--- src/rtl/mid_side_pkg.sv ---
// Shared Mid/Side types and helpers, used by both the encoder and decoder paths.
package mid_side_pkg;

  localparam int W = 16;

  typedef logic signed [W-1:0] sample_t;
  typedef logic signed [W:0]   wide_t;

  typedef struct packed {
    sample_t val;
    logic    clip;
  } sat_t;

  typedef enum logic {
    MODE_BYPASS = 1'b0,
    MODE_DECODE = 1'b1
  } mode_e;

  // Clamp a W+1-bit value into W bits; clip reports whether clamping happened.
  function automatic sat_t sat_w(input wide_t x);
    sat_t r;
    r.clip = x[W] ^ x[W-1];
    r.val  = x[W-1:0];
    if (r.clip) begin
      r.val = x[W] ? {1'b1, {(W-1){1'b0}}} : {1'b0, {(W-1){1'b1}}};
    end
    return r;
  endfunction

endpackage

--- src/rtl/ms_sat.sv ---
// Combinational W+1 -> W bit signed saturator with clip flag.
module ms_sat #(
  parameter int W = 16
) (
  input  logic signed [W:0]   din,
  output logic signed [W-1:0] dout,
  output logic                clip
);

  // Overflow shows as disagreement between the two top bits; clamp toward the sign.
  always_comb begin
    clip = din[W] ^ din[W-1];
    dout = din[W-1:0];
    if (clip) begin
      dout = din[W] ? {1'b1, {(W-1){1'b0}}} : {1'b0, {(W-1){1'b1}}};
    end
  end

endmodule

--- src/rtl/mid_side_decoder.sv ---
// Streaming Mid/Side -> Left/Right decoder: 2-stage valid/ready pipeline,
// saturating reconstruction and a saturating clip-event counter.
module mid_side_decoder #(
  parameter int W     = 16,
  parameter int CNT_W = 16
) (
  input  logic                clk,
  input  logic                rst_n,
  input  logic                ce,
  input  logic                enable,
  input  logic                s_valid,
  output logic                s_ready,
  input  logic signed [W-1:0] mid_in,
  input  logic signed [W-1:0] side_in,
  output logic                m_valid,
  input  logic                m_ready,
  output logic signed [W-1:0] L_out,
  output logic signed [W-1:0] R_out,
  output logic                clip,
  input  logic                sat_clr,
  output logic [CNT_W-1:0]    clip_cnt
);

  import mid_side_pkg::*;

  // Stage 1 state
  logic                v1;
  mode_e               en1;
  logic signed [W:0]   sum1;
  logic signed [W:0]   diff1;
  logic signed [W-1:0] mid1;
  logic signed [W-1:0] side1;

  // Stage 2 valid (data lives directly in the output registers)
  logic v2;

  logic signed [W:0]   mid_x;
  logic signed [W:0]   side_x;
  logic signed [W-1:0] sat_l;
  logic signed [W-1:0] sat_r;
  logic                clip_l;
  logic                clip_r;

  logic                s2_load;
  logic                accept;
  logic signed [W-1:0] l_nxt;
  logic signed [W-1:0] r_nxt;
  logic                clip_nxt;

  assign mid_x  = {mid_in[W-1], mid_in};
  assign side_x = {side_in[W-1], side_in};

  // s_ready depends combinationally on m_ready through s2_load, so a full
  // pipeline can still take a new beat in the same cycle the output drains.
  assign s2_load = ce & v1 & (~v2 | m_ready);
  assign s_ready = ce & (~v1 | s2_load);
  assign accept  = s_valid & s_ready;
  assign m_valid = v2;

  ms_sat #(.W(W)) u_sat_l (
    .din  (sum1),
    .dout (sat_l),
    .clip (clip_l)
  );

  ms_sat #(.W(W)) u_sat_r (
    .din  (diff1),
    .dout (sat_r),
    .clip (clip_r)
  );

  // Select decoded or bypassed values for the next S2 load.
  always_comb begin
    l_nxt    = mid1;
    r_nxt    = side1;
    clip_nxt = 1'b0;
    if (en1 == MODE_DECODE) begin
      l_nxt    = sat_l;
      r_nxt    = sat_r;
      clip_nxt = clip_l | clip_r;
    end
  end

  // Stage 1: capture exact sum/difference plus raw copies for bypass.
  always_ff @(posedge clk or negedge rst_n) begin
    if (!rst_n) begin
      v1    <= 1'b0;
      en1   <= MODE_BYPASS;
      sum1  <= '0;
      diff1 <= '0;
      mid1  <= '0;
      side1 <= '0;
    end else if (accept) begin
      v1    <= 1'b1;
      en1   <= mode_e'(enable);
      sum1  <= mid_x + side_x;
      diff1 <= mid_x - side_x;
      mid1  <= mid_in;
      side1 <= side_in;
    end else if (s2_load) begin
      v1 <= 1'b0;
    end
  end

  // Stage 2: registered outputs, held while stalled or while ce is low.
  always_ff @(posedge clk or negedge rst_n) begin
    if (!rst_n) begin
      v2    <= 1'b0;
      L_out <= '0;
      R_out <= '0;
      clip  <= 1'b0;
    end else if (s2_load) begin
      v2    <= 1'b1;
      L_out <= l_nxt;
      R_out <= r_nxt;
      clip  <= clip_nxt;
    end else if (ce && m_ready) begin
      v2 <= 1'b0;
    end
  end

  // Clip-event counter: clear wins over increment, sticks at all-ones.
  always_ff @(posedge clk or negedge rst_n) begin
    if (!rst_n) begin
      clip_cnt <= '0;
    end else if (ce) begin
      if (sat_clr) begin
        clip_cnt <= '0;
      end else if (s2_load && clip_nxt && (clip_cnt != '1)) begin
        clip_cnt <= clip_cnt + CNT_W'(1);
      end
    end
  end

endmodule

--- config.mk ---
export PLATFORM = sky130hd
export DESIGN_NAME = mid_side_decoder
export DESIGN_NICKNAME = d
export VERILOG_FILES = /design/src/rtl/mid_side_pkg.sv /design/src/rtl/ms_sat.sv /design/src/rtl/mid_side_decoder.sv
export SDC_FILE = /design/constraint.sdc
export NUM_CORES = 1
export LEC_CHECK = 0
export ABC_CLOCK_PERIOD_IN_PS = 5750
export BUFFER_PORTS_ARGS = -buffer_cell sky130_fd_sc_hd__buf_2
export CAP_MARGIN = 20
export CORE_MARGIN = 2
export CORE_UTILIZATION = 45
export DETAILED_ROUTE_END_ITERATION = 12
export GPL_TIMING_DRIVEN = 0
export PLACE_DENSITY = 0.64
export REMOVE_ABC_BUFFERS = 1
export SETUP_SLACK_MARGIN = 0.4
export SLEW_MARGIN = 20
export SYNTH_ARGS = -nofsm -noshare
export SYNTH_HDL_FRONTEND = slang
export SYNTH_SLANG_ARGS = --single-unit
--- constraint.sdc ---
create_clock -name clk -period 5.75 [get_ports clk]
set_input_delay 1.15 -clock clk [delete_from_list [all_inputs] [get_ports clk]]
set_output_delay 1.15 -clock clk [all_outputs]
set_load 0.01 [all_outputs]
After elaboration in Yosys (flattened, before gate mapping)
Index checks and enable logic that the tools add are counted.
{"block": "word_totals", "reg_bits": 118, "in_bits": 39, "out_inout_bits": 51, "word_cells": 46}
{"block": "op_classes", "add_sub_neg": 3, "eq_ne": 1, "mux": 13, "bitwise_logic": 11, "reduce_logical": 7}
{"op": "16-bit 2-to-1 mux", "count": 8}
{"op": "16-bit by 16-bit adder with 17-bit output", "count": 1}
{"op": "16-bit by 16-bit subtractor with 17-bit output", "count": 1}
{"op": "16-bit by 1-bit adder with 16-bit output (second input constant)", "count": 1}
{"op": "16-bit inequality test (second input constant)", "count": 1}
{"op": "2-bit nonzero test", "count": 3}
{"op": "1-bit 2-to-1 mux", "count": 5}
{"op": "1-bit bitwise AND", "count": 4}
{"op": "1-bit logical AND", "count": 3}
{"op": "1-bit OR", "count": 3}
{"op": "1-bit inverter", "count": 2}
{"op": "2-bit AND reduction", "count": 1}
{"op": "1-bit bitwise XOR", "count": 2}

Logic depth before layout (Yosys ltp)
Gate-level depths: netlist of the first run.
{"block": "depth", "depth_word": 7, "ltp_mapped": 10}

By module
From an unflattened synthesis of the first run, not the netlist that was laid out.
{"block": "unflattened", "cells_unflattened": 791, "area_unflattened_um2": 6970.4}
{"module": "mid_side_decoder", "instances": 1, "cells_each": 713, "area_per_inst_um2": 6547.5, "seq_area_each_um2": 2927.8}
{"module": "ms_sat", "instances": 2, "cells_each": 39, "area_per_inst_um2": 211.5, "seq_area_each_um2": 0.0}

Worst setup path after synthesis of the first run
OpenSTA, ideal clock, no wires.
{"block": "synth_timing", "path_kind": "input -> register", "start": "input port mid_in[0]", "end": "register sum1[12]", "setup_ns": 0.131, "arrival_ns": 2.967, "slack_ns": 2.652, "cell_stages": 9, "n_path_buf": 0, "cell_sequence": "ha_1 fa_1 nor2b_1 o21bai_1 a21oi_1 o41a_1 a211oi_1 xnor2_1 o21ai_1"}
{"block": "synth_via", "elab_chain_cells": 1}
{"item": "start: declaration", "line_no": "mid_side_decoder.sv:13", "source": "input logic signed [W-1:0] mid_in,"}
{"item": "16-bit by 16-bit adder with 17-bit output", "line_no": "mid_side_decoder.sv:96", "source": "sum1 <= mid_x + side_x;"}
{"item": "end signal: assignment", "line_no": "mid_side_decoder.sv:96"}
{"item": "end: declaration", "line_no": "mid_side_decoder.sv:29", "source": "logic signed [W:0] sum1;"}
No other way between the ends.
A chain may end at the register's enable or synchronous reset.

Final worst setup path of the first run
{"block": "layout_timing", "start": "input port ce", "end": "output port s_ready"}
{"block": "layout_via", "elab_chain_cells": 4}
{"item": "start: declaration", "line_no": "mid_side_decoder.sv:9", "source": "input logic ce,"}
{"item": "1-bit bitwise AND (2 in series)", "line_no": "mid_side_decoder.sv:55", "source": "assign s2_load = ce & v1 & (~v2 | m_ready);"}
{"item": "1-bit OR", "line_no": "mid_side_decoder.sv:56", "source": "assign s_ready = ce & (~v1 | s2_load);"}
{"item": "1-bit bitwise AND (*)", "line_no": "mid_side_decoder.sv:56"}
{"item": "end: declaration", "line_no": "mid_side_decoder.sv:12", "source": "output logic s_ready,"}
Every way passes the cells marked *; elsewhere a longest branch is shown, timed or not.

==> results_dict.tcl, run 1 <==
set metrics [dict create \
    clock_latency_ps 430 \
    grt.total_usage 0.225 \
    htreeDepth 4 \
    die_w_um 126 \
    syn_area_um2 6680 \
    final_nets 907 \
    critical_path_class "in -> out" \
    syn_area_per_cell_um2 8.73 \
    worstPathArrival_ps 2000 \
    stdcell_count 1029 \
    postCtsSetupBuffers 0 \
    synth_seq_cells 117 \
    synthTopCellsByCount "dfrtp_1, nand2_1, nor2_1" \
    switching_share 0.314 \
    drtAntennaViolNets 0 \
    yosys.area.top_type "dfrtp_1" \
    pwr-share-comb 0.254 \
    finClkSkew_ps 10.8 \
    synth_top_area_frac 0.438 \
    grt_pass1_vias 5711 \
    period_needed_ps 3150 \
    yosysWarnings 0 \
    cp_cell_sequence "buf_2 > a21boi_0 > buf_2" \
    holdBufCountCts 0 \
    stdcell_area_um2 7950 \
    wl_per_cell_um 16.4 \
    gp_congestion 0.898 \
    synthTopCellsByArea "dfrtp_1, nand2_1, ha_1" \
    die_y_um 126 \
    drc 0 \
    cts_resized 0 \
    power.switching_uw 988 \
    worst_pin_slew_ps 843 \
    status "completed" \
    ys_seq_area_frac 0.438 \
    cp_data_required_time_ps 4600 \
    fmax_mhz 317 \
    overflow 0 \
    cts_max_path_buffers 2 \
    syn2layout_area_growth_pct 19.0 \
    core_um2 14500 \
    place_area_um2 7310 \
    grt_max_degree 83 \
    cts_buffers 17 \
    timing.hold.ws_ps 476 \
    setup_violations 0 \
    drt_iter0_drc 386 \
    holdCritPathClass "reg -> reg" \
    rsz0062_at_grt "no" \
    post-route-period-util 0.548 \
    ir_drop_uv 202 \
    dr.pass1.iters 5 \
    crit_path_max_incr_delay_ps 360 \
    post_synth_num_cell_types 49 \
    ys.flop_type "dfrtp_1" \
    routed_wl_um 16900 \
    power.internal_uw 2160 \
    clock_sinks 117 \
    clock-root-buffer "clkbuf_16" \
    seqPwrFrac 0.377 \
    timing.setup.tns_ps 0 \
    io_buffer_count 89 \
    slew_viol_final 0 \
    start_util 0.460 \
    grtUsageMet2 0.353 \
    dp_hpwl_um 11500 \
    max-slew-margin-rel 0.438 \
    synthCells 765 \
    synth_edf_count 0 \
    cp_common_cell "buf_2" \
    max_cap_violations 0 \
    clk_pin_slew_worst_paths_ps 50 \
    place_inst 998 \
    diodes 0 \
    layout-drive-gt1-share 0.155 \
    grt_util_met3 0.0489 \
    async_reset_ff_frac 1.00 \
    p_leak_uw 0.00362 \
    rows 44 \
    die_area_um2 15800 \
    worstSetupStartpointType "primary input" \
    via_count 5677 \
    end_kind "output pin" \
    viasPerCell 5.52 \
    use_met1 0.309 \
    cts_tree "done" \
    fill_cells 1362 \
    power_density_nw_per_um2 396 \
    grt_pass1_wl_um 28500 \
    top_usage_layer "met2" \
    crit_fanout 25 \
    hold_viol_final 0 \
    p_clk_frac 0.368 \
    antenna_found_initial 0 \
    slowest_stage "buf_2" \
    ioPinCount 90 \
]
per-layer routing:
layer | share of wire | wire length (um)
met3 | 0.043 | 733
met5 | 0 | 0
met4 | 0.016 | 275
met1 | 0.47 | 7960
met2 | 0.47 | 7930
cell type report:
cell class / count / area (um2) / area share
clock buffer: 22 / 464 / 0.0584
timing repair buffer: 93 / 538 / 0.0677
multi-input combinational: 556 / 3430 / 0.432
inverter: 48 / 180 / 0.0227
clock inverter: 9 / 175 / 0.0220
tap: 184 / 230 / 0.0290
sequential: 117 / 2930 / 0.368
final timing paths:
check	startpoint	end	slack, ps	cells past startpoint
max	ce	s_ready	2600	3
min	mid1[14]$_DFFE_PN0P_	mid1[14]$_DFFE_PN0P_	480	2
max reg2reg	m_valid$_DFFE_PN0P_	diff1[14]$_DFFE_PN0P_	3560	6
min reg2reg	mid1[14]$_DFFE_PN0P_	mid1[14]$_DFFE_PN0P_	480	2
max in group asynchronous	rst_n	en1$_DFFE_PN0P_	4370	2
min in group asynchronous	rst_n	R_out[3]$_DFFE_PN0P_	680	1
kinds of logic (layout without fill, tap and decap cells):
group,count (synthesis),count (layout),share of synthesized area
XOR/XNOR,38,38,0.0498
AND/OR/NAND/NOR,267,267,0.185
buffers and inverters,92,172,0.0519
AO/OA/AOI/OAI,209,209,0.197
multiplexers,6,6,0.00899
adder cells (fa/ha/maj),36,36,0.0693
flip-flops,117,117,0.438
worst max-delay path, delay by kind of cell:
| kind | cells | cell delay [ps] |
|---|---|---|
| AO/OA/AOI/OAI | 1 | 300 |
| buffers and inverters | 2 | 540 |
flip-flops by register name, indices dropped and copies added, names as in the netlist, 16 cells and up:
register,flops
L_out,16
R_out,16
clip_cnt,16
diff1,16
mid1,16
side1,16
sum1,17
power by group through the flow:
stage | logic, uW | registers (uW) | clock network [uW]
6_report | 799 | 1190 | 1160
5_1_grt | 901 | 1220 | 1210
4_1_cts | 807 | 1190 | 1170
3_5_place_dp | 798 | 1200 | 0
3_3_place_gp | 755 | 1200 | 0
2_1_floorplan | 441 | 1230 | 0
placed cells by master (no fill, tap or decap), types with 5 or more instances in the layout:
cell type and instances:
nand2_1 117, dfrtp_1 116, buf_2 88, nor2_1 58, o21ai_0 52, inv_1 48, nand2b_1 37, o211ai_1 34
a21oi_1 34, ha_1 33, a31oi_1 29, xnor2_1 28, o22ai_1 17, clkbuf_16 17, nand3_1 10, nor3_1 10
xor2_1 10, o21ai_1 9, nor2b_1 8, o31ai_1 7, mux2i_1 6, nand4_1 5, o21bai_1 5, bufinv_16 5
per-stage QoR:
stage / total power (uW) / setup WS (ps) / utilization
CTS: 3170 / 2650 / 0.547
detailed placement: 2000 / 2210 / 0.503
finish: 3140 / 2600 / 0.547
global route: 3330 / 2470 / 0.547
floorplan: 1670 / 2170 / -
global placement: 1950 / 1180 / 0.495
Power figures use the tool's default switching activity.
==> run 2: changes to the inputs <==
- ABC_CLOCK_PERIOD_IN_PS: 5750 -> 2700
- PLACE_DENSITY: 0.64 -> 0.66
- clock period: 5.75 -> 2.7 ns (I/O delays scaled with it)
==> results_dict.tcl, run 2 (synthesis results as in run 1) <==
set metrics [dict create \
    start_util 0.460 \
    viasPerCell 5.37 \
    place_area_um2 7340 \
    largest_reg_flops 17 \
    holdBufCountCts 0 \
    die_area_um2 15800 \
    multi_input_area_um2 3510 \
    final_common_cell "nand2_1" \
    grt_max_degree 85 \
    grt_pass1_vias 5363 \
    setup_ws_ps 465 \
    rsz0062_at_grt "yes" \
    wl_per_cell_um 16.1 \
    core_um2 14500 \
    post-route-util 0.552 \
    overflow 0 \
    largest-register "sum1" \
    diodes 0 \
    fill_cells 1374 \
    period_needed_ps 2240 \
    worstPathArrival_ps 2530 \
    final_nets 912 \
    fmax_mhz 447 \
    grt_pass1_wl_um 27400 \
    cts_buffers 17 \
    gp_congestion 0.857 \
    timing.hold.ws_ps 55.4 \
    ir_drop_uv 480 \
    place_inst 999 \
    p_leak_uw 0.00362 \
    reg2reg_from "v1$_DFFE_PN0P_" \
    hold_viol_final 0 \
    status "completed" \
    drc 0 \
    r2r_cells 7 \
    stdcell_area_um2 8020 \
    dp_hpwl_um 11100 \
    die_y_um 126 \
    rows 44 \
    antenna_found_initial 0 \
    setup_violations 0 \
    die_w_um 126 \
    seq_area_um2 2930 \
    power_density_nw_per_um2 802 \
    post-route-period-util 0.828 \
    dr.pass1.iters 5 \
    drtAntennaViolNets 0 \
    max-slew-margin-rel 0.416 \
    finClkSkew_ps 6.37 \
    drt_iter0_drc 462 \
    cts_max_path_buffers 2 \
    clk_pin_slew_worst_paths_ps 50 \
    clock_latency_ps 420 \
    r2r_end "clip_cnt[9]$_DFFE_PN0P_" \
    ff2ff_setup_slack_ps 590 \
    worstSetupStartpointType "primary input" \
    layout-drive-gt1-share 0.174 \
    preCtsSetupSlack_ps -240 \
    cts_tree "done" \
    ioPinCount 90 \
    routed_wl_um 16600 \
    mostFrequentLayoutCells "nand2_1, dfrtp_1, buf_2, nor2_1, o21ai_0" \
    max_cap_violations 0 \
    cp_data_required_time_ps 3000 \
    crit_fanout 5 \
    clock_sinks 117 \
    slew_viol_final 0 \
    critical_path_class "in -> reg" \
    end_kind "flip-flop" \
    io_buffer_count 89 \
    stdcell_count 1034 \
    grt.total_usage 0.217 \
    clock-root-buffer "clkbuf_16" \
    htreeDepth 4 \
    worst_pin_slew_ps 876 \
    syn2layout_area_growth_pct 20.0 \
    via_count 5557 \
    holdCritPathClass "in -> async" \
]
-- run 2: worst max-delay path: stages --
cell	delay, ps
buf_2	100
inv_1	50
ha_2	380
inv_2	100
a221oi_4	350
a21oi_2	120
o41ai_4	470
o21ai_1	150
xor2_1	190
o21ai_1	70
-- run 2: layout make-up --
| type | count | share of cell area |
|---|---|---|
| Multi-Input combinational cell | 556 | 0.438 |
| Sequential cell | 117 | 0.366 |
| Timing Repair Buffer | 98 | 0.0746 |
| Clock buffer | 27 | 0.0615 |
| Tap cell | 184 | 0.0287 |
| Inverter | 48 | 0.0225 |
| Clock inverter | 4 | 0.00874 |
-- run 2: metal layers --
metal  track usage  share of wire  up-vias
li1              -              -     2783
met1         0.301           0.50     2641
met2         0.341           0.46      110
met3        0.0399          0.029       23
met4        0.0795          0.019        0
met5             0              0        -
-- run 2: power by group --
| part | leakage [uW] | internal [uW] | total (uW) | switching, uW |
|---|---|---|---|---|
| logic | 0.00192 | 735 | 1730 | 998 |
| clock network | 0.000275 | 1420 | 2180 | 758 |
| registers | 0.00143 | 2210 | 2520 | 311 |
-- run 2: worst max path at each step --
stage / from / to / slack (ps) / cells past startpoint
2_1_floorplan: m_ready / diff1[14]$_DFFE_PN0P_ / -270 / 5
3_3_place_gp: ce / diff1[14]$_DFFE_PN0P_ / -1390 / 6
3_5_place_dp: side_in[0] / sum1[12]$_DFFE_PN0P_ / -240 / 10
4_1_cts: side_in[0] / sum1[12]$_DFFE_PN0P_ / 370 / 10
5_1_grt: side_in[13] / sum1[14]$_DFFE_PN0P_ / 360 / 9
6_report: side_in[4] / sum1[15]$_DFFE_PN0P_ / 460 / 10
-- run 2: through the flow --
step           total power, uW  setup TNS, ps
2_1_floorplan             3560          -1060
3_3_place_gp              4180        -148380
3_5_place_dp              4250           -572
4_1_cts                   6470              0
5_1_grt                   6820              0
6_report                  6430              0
-- run 2: what timing repair did --
item	in CTS	in global routing
pin swaps	5	6
setup buffers	3	1
endpoints found under the setup margin	4	15
resized for setup	7	15
==> run 3: changes to the inputs <==
- ABC_CLOCK_PERIOD_IN_PS: 2700 -> 1800
- clock period: 2.7 -> 1.8 ns (I/O delays scaled with it)
==> results_dict.tcl, run 3 (synthesis results as in run 1) <==
set metrics [dict create \
    status "finished with violations" \
    violations "setup timing" \
    r2r_cells 9 \
    setup_ws_ps -327 \
    clock_sinks 117 \
    ir_drop_uv 818 \
    hold_path_startpoint "mid_in[4]" \
    seqPwrFrac 0.341 \
    fmax_mhz 470 \
    drt_iter0_drc 634 \
    stdcell_area_um2 10200 \
    worstPathBufferInverterCount 2 \
    viasPerCell 6.07 \
    largest_reg_flops 17 \
    max-slew-margin-rel 0.662 \
    slowest_stage "dfrtp_1" \
    ioPinCount 90 \
    max_cap_violations 0 \
    worst_pin_slew_ps 501 \
    p_clk_frac 0.297 \
    syn2layout_area_growth_pct 53.3 \
    cp-startpoint "sum1[16]$_DFFE_PN0P_" \
    worstPathArrival_ps 2410 \
    stdcell_count 1144 \
    clock-root-buffer "clkbuf_16" \
    worstSetupStartpointType "flip-flop" \
    grt.total_usage 0.269 \
    p_leak_uw 0.00463 \
    grt_max_degree 70 \
    io_buffer_count 89 \
    finClkSkew_ps 5.97 \
    final_nets 1022 \
    post-route-period-util 1.18 \
    grt_pass1_wl_um 33400 \
    crit_fanout 4 \
    cp_cell_sequence "xor2_2 > o2111ai_4 > buf_6 > buf_6 > nor2_4 > nand2_4 > nor2_4 > mux2i_1 > o22ai_1" \
    end_kind "flip-flop" \
    layout-drive-gt1-share 0.411 \
    drtAntennaViolNets 0 \
    mostFrequentLayoutCells "dfrtp_1, nand2_1, buf_2, buf_6, nor2_1" \
    wl_per_cell_um 22.4 \
    clock_latency_ps 430 \
    antenna_found_initial 0 \
    cts_buffers 17 \
    finalPower_uw 11200 \
    preCtsSetupSlack_ps -960 \
    final_common_cell "dfrtp_1" \
    dr.pass1.iters 5 \
    start_util 0.460 \
    gp_congestion 0.857 \
    rows 44 \
    cp.depth 9 \
    power_density_nw_per_um2 1090 \
    die_y_um 126 \
    place_area_um2 7340 \
    hold_viol_final 0 \
    core_um2 14500 \
    diodes 0 \
    via_count 6941 \
    crit_family "flip-flops" \
    power.internal_uw 7320 \
    rsz0062_at_grt "yes" \
    cts_max_path_buffers 2 \
    setup_violations 35 \
    die_area_um2 15800 \
    switching_share 0.345 \
    pwr-share-comb 0.361 \
    period_needed_ps 2130 \
    clk_pin_slew_worst_paths_ps 50 \
    hold_depth 3 \
    overflow 0 \
    critical_path_class "reg -> reg" \
    slew_viol_final 0 \
    crit_path_max_incr_delay_ps 430 \
    cp_data_required_time_ps 2080 \
    htreeDepth 4 \
    grt_pass1_vias 6230 \
    holdCritPathClass "in -> reg" \
    largest-register "sum1" \
    drc 0 \
    reg2reg_from "sum1[16]$_DFFE_PN0P_" \
    place_inst 999 \
    routed_wl_um 25600 \
    dp_hpwl_um 11100 \
    die_w_um 126 \
    power.switching_uw 3860 \
    cts_tree "done" \
]
==> run 3: cell types whose count changed in the layout (fill, tap and decap cells not counted), moves of 12 or more <==
cell and change:
nand2_2 +20, buf_4 +41, o21ai_0 -31, buf_2 -16, buf_6 +56, a21oi_1 -13
nand2_1 -32, o21ai_1 +20, nand2_4 +12
==> run 3: final timing paths <==
| path | end | slack [ps] |
|---|---|---|
| max | clip_cnt[14]$_DFFE_PN0P_ | -330 |
| min | mid1[4]$_DFFE_PN0P_ | 140 |
| max reg2reg | clip_cnt[14]$_DFFE_PN0P_ | -330 |
| min reg2reg | mid1[14]$_DFFE_PN0P_ | 470 |
| max in group asynchronous | clip_cnt[1]$_DFFE_PN0P_ | 620 |
| min in group asynchronous | diff1[5]$_DFFE_PN0P_ | 440 |
==> run 3: repair_timing <==
action                                  4_1_cts  5_1_grt
hold buffers                                  1        0
resized for setup                           188      152
endpoints found under the hold margin        48        0
pin swaps                                    74       88
cloned                                        5        9
endpoints found under the setup margin      107      101
buffers inserted                             61       38
==> run 3: power groups by stage <==
stage | sequential (uW) | combinational, uW | clock, uW
finish | 3810 | 4040 | 3330
global route | 3880 | 4290 | 3450
detailed placement | 3820 | 2550 | 0
global placement | 3830 | 2440 | 0
floorplan | 3930 | 1410 | 0
CTS | 3770 | 3290 | 3330
==> run 3: area by class of cell <==
cell class                      instances  area (um2)
Clock buffer                           27         493
Clock inverter                          4        70.1
Fill cell                            1001        4290
Inverter                               48         196
Multi-Input combinational cell        561        4390
Sequential cell                       117        2940
Tap cell                              184         230
Timing Repair Buffer                  203        1920
==> run 3: routing by layer <==
metal	GRT usage	part of all wire	up-vias
li1	-	-	3027
met1	0.354	0.39	3393
met2	0.438	0.48	394
met3	0.0463	0.072	127
met4	0.118	0.053	0
met5	0	0	-
==> run 3: worst reg2reg max path, delay by kind of cell (launching register included) <==
kind | cells | cell delay, ps
compound gates | 2 | 350
xor+xnor | 1 | 230
buf+inv | 2 | 290
flops | 1 | 430
mux | 1 | 310
simple gates | 3 | 370
==> run 3: per-stage QoR <==
stage / TNS (ps) / hold slack (ps) / util
after global placement: -318300 / 458 / 0.495
after floorplan: -64670 / 64.4 / -
final: -5120 / 136 / 0.705
after detailed placement: -24050 / 336 / 0.505
after global routing: -6660 / 146 / 0.705
after CTS: -2660 / 134 / 0.635
